File: config.mk
export PLATFORM = sky130hd
export DESIGN_NAME = fetch_stage
export DESIGN_NICKNAME = d
export VERILOG_FILES = /design/src/rtl/fetch_stage.sv
export SDC_FILE = /design/constraint.sdc
export NUM_CORES = 1
export LEC_CHECK = 0
export BUFFER_PORTS_ARGS = -buffer_cell sky130_fd_sc_hd__buf_2
export CAP_MARGIN = 0
export CORE_MARGIN = 2
export CORE_UTILIZATION = 48
export DETAILED_ROUTE_END_ITERATION = 10
export PLACE_DENSITY = 0.77
export SLEW_MARGIN = 20
export SYNTH_ARGS = -nofsm -noshare
export SYNTH_HDL_FRONTEND = slang
export SYNTH_SLANG_ARGS = --single-unit
File: constraint.sdc
create_clock -name clk -period 5.85 [get_ports clk]
set_input_delay 0.2925 -clock clk [delete_from_list [all_inputs] [get_ports clk]]
set_output_delay 0.2925 -clock clk [all_outputs]
set_load 0.03 [all_outputs]
File: src/rtl/fetch_stage.sv
// Instruction-fetch stage: owns the PC, talks to a multi-cycle instruction
// memory and feeds the IF/ID register, handling stalls, flushes and HLT.
module fetch_stage #(
   parameter logic [15:0] RESET_PC  = 16'h0000,
   parameter logic [15:0] NOP_INSTR = 16'hE000,
   parameter logic [3:0]  HLT_OPC   = 4'hF
) (
   input  logic        clk,
   input  logic        rst,
   input  logic        stall,
   input  logic        branch_taken,
   input  logic [15:0] branch_target,
   output logic        imem_req,
   output logic [15:0] imem_addr,
   input  logic [15:0] imem_rdata,
   input  logic        imem_ready,
   output logic [15:0] nxt_instr,
   output logic [15:0] nxt_PC,
   output logic        ifid_en,
   output logic        halted,
   output logic [1:0]  dbg_state,
   output logic [15:0] dbg_pc
);

   // imem handshake: a request is live while imem_req=1 and completes in the
   // cycle imem_ready=1; imem_addr must not change until that cycle.

   typedef enum logic [1:0] {
      FETCH = 2'd0,
      HOLD  = 2'd1,
      DRAIN = 2'd2,
      HALT  = 2'd3
   } state_t;

   state_t      state, state_n;
   logic [15:0] pc, pc_n;
   logic [15:0] drain_addr, drain_addr_n;
   logic [15:0] hold_instr, hold_instr_n;
   logic [15:0] pc_plus2;

   logic        req_c;
   logic [15:0] addr_c;
   logic [15:0] instr_c;
   logic [15:0] npc_c;
   logic        en_c;
   logic        halted_c;

   assign pc_plus2 = pc + 16'd2;

   always_ff @(posedge clk or posedge rst) begin
      if (rst) begin
         state      <= FETCH;
         pc         <= RESET_PC;
         drain_addr <= 16'h0000;
         hold_instr <= NOP_INSTR;
      end else begin
         state      <= state_n;
         pc         <= pc_n;
         drain_addr <= drain_addr_n;
         hold_instr <= hold_instr_n;
      end
   end

   always_comb begin
      // Default is a bubble with the current registers held.
      state_n      = state;
      pc_n         = pc;
      drain_addr_n = drain_addr;
      hold_instr_n = hold_instr;
      req_c        = 1'b0;
      addr_c       = pc;
      instr_c      = NOP_INSTR;
      npc_c        = 16'h0000;
      en_c         = ~stall;
      halted_c     = 1'b0;

      case (state)
         FETCH: begin
            req_c  = 1'b1;
            addr_c = pc;
            if (branch_taken) begin
               en_c         = 1'b1;
               pc_n         = branch_target;
               hold_instr_n = NOP_INSTR;
               if (!imem_ready) begin
                  drain_addr_n = pc;
                  state_n      = DRAIN;
               end
            end else if (imem_ready && !stall) begin
               instr_c = imem_rdata;
               npc_c   = pc_plus2;
               en_c    = 1'b1;
               if (imem_rdata[15:12] == HLT_OPC) begin
                  state_n = HALT;
               end else begin
                  pc_n = pc_plus2;
               end
            end else if (imem_ready) begin
               en_c         = 1'b0;
               hold_instr_n = imem_rdata;
               state_n      = HOLD;
            end
         end

         HOLD: begin
            instr_c = hold_instr;
            npc_c   = pc_plus2;
            if (branch_taken) begin
               instr_c      = NOP_INSTR;
               npc_c        = 16'h0000;
               en_c         = 1'b1;
               pc_n         = branch_target;
               hold_instr_n = NOP_INSTR;
               state_n      = FETCH;
            end else if (!stall) begin
               en_c = 1'b1;
               if (hold_instr[15:12] == HLT_OPC) begin
                  state_n = HALT;
               end else begin
                  pc_n    = pc_plus2;
                  state_n = FETCH;
               end
            end
         end

         DRAIN: begin
            // Keep presenting the abandoned address until memory acknowledges it.
            req_c  = 1'b1;
            addr_c = drain_addr;
            if (branch_taken) begin
               en_c         = 1'b1;
               pc_n         = branch_target;
               hold_instr_n = NOP_INSTR;
            end
            if (imem_ready) begin
               state_n = FETCH;
            end
         end

         HALT: begin
            halted_c = 1'b1;
            if (branch_taken) begin
               en_c         = 1'b1;
               pc_n         = branch_target;
               hold_instr_n = NOP_INSTR;
               state_n      = FETCH;
            end
         end

         default: begin
            state_n = FETCH;
         end
      endcase
   end

   // Reset must silence the outputs immediately, not at the next edge.
   assign imem_req  = ~rst & req_c;
   assign imem_addr = addr_c;
   assign nxt_instr = rst ? NOP_INSTR : instr_c;
   assign nxt_PC    = rst ? 16'h0000 : npc_c;
   assign ifid_en   = ~rst & en_c;
   assign halted    = ~rst & halted_c;
   assign dbg_state = state;
   assign dbg_pc    = pc;

endmodule

==> results.py <==
metrics = {
    "run_status": {
        "run_status": "finished clean",
    },
    "clocking": {
        "post_cts_setup_buffer_count": 0,
        "clk_latency_ps": 310,
        "cts.sinks": 50,
        "clockRootBuffer": "sky130_fd_sc_hd__clkbuf_8",
        "cts_made_buffers": 5,
        "cts_tree": "yes",
        "max-clock-path-buffers": 2,
        "clk_transition_reported_paths_ps": 100,
        "h_tree_levels": 2,
    },
    "drt": {
        "route.final.wire_length_um": 8190,
        "via_count": 3002,
        "via_per_inst": 5.75,
        "ant_nets": 0,
        "routedWlPerCell_um": 15.7,
        "dr.first_iter.drc_count": 193,
        "drc": 0,
        "drt_pass1_iterations": 4,
    },
    "worst_setup_path": {
        "worst_r2r_setup_slack_ps": 3680,
        "reg2reg_launch_point": "dbg_state[0]",
        "critical_path.endpoint": "nxt_PC[4]",
        "setup.worst_path.start": "dbg_state[1]",
        "worst_ep_arrival_time_ps": 2720,
        "critical_path.endpoint_type": "output port",
        "path_max_fanout": 19,
        "crit_path_max_incr_delay_ps": 610,
        "worst_setup_start_kind": "register",
        "cell_type_of_the_slowest_stage_on_the_worst_timing_path": "sky130_fd_sc_hd__or4b_4",
        "crit_family": "simple AND/OR/NAND/NOR gates",
        "critical_path_required_ps": 5560,
        "crit-reg2reg-capture": "dbg_pc[12]",
        "critical_path_buf_inv_count": 2,
        "worst_r2r_path_depth": 4,
        "critical_path_class": "register to output port",
        "path_cells": "or4b_4 -> nor2_2 -> o21bai_1 -> buf_4 -> nor2_1 -> buf_2",
        "worst-path-stages": 6,
    },
    "final_layout": {
        "final_net_count": 485,
        "insertedDiodeCount": 0,
        "final_layout_size_suffix_gt1_frac": 0.331,
        "final_cell_area_um2": 3670,
        "synthToLayoutAreaGrowth_pct": 20.7,
        "finish.cell_count_without_fillers": 522,
        "finish.utilization": 0.609,
        "filler_cell_count": 551,
    },
    "synthesis": {
        "post_synth.cell_area_avg_um2": 8.54,
        "synth.top_cell.area_share": 0.387,
        "netlist_instances": 356,
        "yosys_warnings": 0,
        "synthesis.nets": 395,
        "synth.distinct_cells": 53,
        "yosys_register_bits": 50,
        "synth_flop_cell": "sky130_fd_sc_hd__dfrtp_1",
        "synth_area_um2": 3040,
        "synth_area_leader_cell": "sky130_fd_sc_hd__dfrtp_1",
        "synth-edff-count": 0,
        "synthMostInstantiatedCell": "sky130_fd_sc_hd__nand2_1",
        "synth_cell_count_leaders": "58 x sky130_fd_sc_hd__nand2_1, 47 x sky130_fd_sc_hd__dfrtp_1, 47 x sky130_fd_sc_hd__nor2_1, 19 x sky130_fd_sc_hd__clkbuf_1, 16 x sky130_fd_sc_hd__mux2_2",
        "synth-seq-area-share": 0.413,
        "ys_top_cells_by_area": "sky130_fd_sc_hd__dfrtp_1 39%, sky130_fd_sc_hd__nand2_1 7.2%, sky130_fd_sc_hd__mux2_2 5.9%",
        "share_of_async_settable_or_async_resettable_flops_after_synthesis": 1.00,
    },
    "sta": {
        "grt_setup_unrepaired": "false",
        "final-setup-viol-count": 0,
        "final.setup_skew_ps": 6.81,
        "report.final.hold_viol_count": 0,
        "worst-slew-pin-transition_ps": 1030,
        "max-slew-margin-rel": 0.311,
        "min_period_over_period": 0.516,
        "drv_slew": 0,
        "fin_hold_ws_ps": 199,
        "fin_ws_ps": 2830,
        "timing.fmax_mhz": 332,
        "setup_tns_ps": 0,
        "layout_min_cycle_time_ps": 3020,
    },
    "global_route": {
        "grt_max_degree": 43,
        "grt.overflow.total": 0,
        "grt_pass1_wl_um": 13300,
        "grtUsageTotal": 0.231,
        "grt_antenna_before_repair": 0,
        "first_global_vias": 2693,
    },
    "floorplanning": {
        "fp.dieArea_um2": 6990,
        "floorplan.core_area_um2": 6030,
        "std_cell_rows": 28,
        "overall_die_height_um": 83.6,
        "initial_utilization": 0.505,
        "ioPinCount": 106,
        "dieWidth_um": 83.6,
    },
    "power": {
        "p_leak_nw": 1.77,
        "power.ir.vdd_worst_mv": 0.218,
        "report.power.total_mw": 1.40,
        "power_density_nw_per_um2": 381,
    },
    "placed_design": {
        "dpl.hpwl_um": 5740,
        "port_buffers": 105,
        "placedCellCount": 513,
        "placement.cell_area_um2": 3570,
        "gp_congestion": 0.870,
        "pre_cts_slack_ps": 3220,
    },
    "worst_hold_path": {
        "min-delay-path-class": "primary input to register",
    },
    "job": {
        "max_cap_violations": 0,
    },
}
[flip-flops by register name, summed over array words and instances (netlist names)]
signal,cells
dbg_pc,16
hold_instr,16
drain_addr,16
dbg_state,2
[cell usage in the layout (no fill, tap or decap), types with 2 or more instances in the layout]
cell type	instances
sky130_fd_sc_hd__a211oi_1	3
sky130_fd_sc_hd__a21oi_1	7
sky130_fd_sc_hd__a22o_1	15
sky130_fd_sc_hd__a22oi_1	15
sky130_fd_sc_hd__a311oi_1	3
sky130_fd_sc_hd__a31oi_1	5
sky130_fd_sc_hd__and3_1	2
sky130_fd_sc_hd__and4_1	2
sky130_fd_sc_hd__buf_2	105
sky130_fd_sc_hd__buf_4	6
sky130_fd_sc_hd__clkbuf_8	5
sky130_fd_sc_hd__dfrtp_1	47
sky130_fd_sc_hd__dfstp_2	3
sky130_fd_sc_hd__ha_1	2
sky130_fd_sc_hd__inv_1	11
sky130_fd_sc_hd__mux2_2	16
sky130_fd_sc_hd__nand2_1	58
sky130_fd_sc_hd__nand3_1	12
sky130_fd_sc_hd__nand3b_1	2
sky130_fd_sc_hd__nand4_1	2
sky130_fd_sc_hd__nor2_1	47
sky130_fd_sc_hd__nor2b_1	3
sky130_fd_sc_hd__nor3_1	6
sky130_fd_sc_hd__nor4_1	5
sky130_fd_sc_hd__o21ai_0	13
sky130_fd_sc_hd__o21bai_1	2
sky130_fd_sc_hd__o221ai_1	2
sky130_fd_sc_hd__or2_2	3
sky130_fd_sc_hd__or3_1	6
sky130_fd_sc_hd__or4_1	2
sky130_fd_sc_hd__xnor2_1	9
sky130_fd_sc_hd__xor2_1	4
[worst min path at each step]
stage | cells past startpoint | startpoint | to
5_1_grt | 3 | branch_target[4] | dbg_pc[4]
4_1_cts | 3 | branch_target[4] | dbg_pc[4]
3_5_place_dp | 2 | rst | drain_addr[5]
3_3_place_gp | 2 | rst | drain_addr[5]
2_1_floorplan | 2 | imem_rdata[15] | hold_instr[15]
6_report | 3 | branch_target[0] | dbg_pc[0]
[worst register-to-register path, cell delays in order (launching register included)]
cell                       delay [ps]
sky130_fd_sc_hd__dfrtp_1          560
sky130_fd_sc_hd__clkinv_1         320
sky130_fd_sc_hd__o32ai_2          720
sky130_fd_sc_hd__a211oi_1         190
sky130_fd_sc_hd__a221oi_1         280
[area by class of cell]
class | count | area (um^2) | share of cell area
Clock buffer | 6 | 72.6 | 0.0198
Clock inverter | 2 | 13.8 | 0.00375
Inverter | 13 | 48.8 | 0.0133
Multi-Input combinational cell | 264 | 1610 | 0.437
Sequential cell | 50 | 1250 | 0.342
Tap cell | 75 | 93.8 | 0.0256
Timing Repair Buffer | 112 | 581 | 0.158
[metal layers]
| metal | routed length, um | GRT usage | vias to the layer above |
|---|---|---|---|
| li1 | - | - | 1434 |
| met1 | 3620 | 0.326 | 1425 |
| met2 | 3770 | 0.360 | 129 |
| met3 | 634 | 0.0386 | 14 |
| met4 | 153 | 0.0821 | 0 |
| met5 | 0 | 0 | - |
[timing repair]
item	4_1_cts	5_1_grt
hold buffers	1	0
resized for setup	0	0
endpoints found under the hold margin	12	0
[power by group]
group          leakage (nW)  internal (mW)  switching, mW
clock network        0.0452         0.0847          0.120
registers             0.606          0.433         0.0876
logic                  1.12          0.230          0.441
[kinds of logic (layout without fill, tap and decap cells)]
group	Yosys count	in the layout	share of synthesized area
AO/OA/AOI/OAI	79	79	0.193
XOR/XNOR	13	13	0.0374
adder cells (fa/ha/maj)	2	2	0.00823
buffers and inverters	42	133	0.0593
flip-flops	50	50	0.413
multiplexers	16	16	0.0593
AND/OR/NAND/NOR	154	154	0.230
Power figures use the tool's default switching activity.
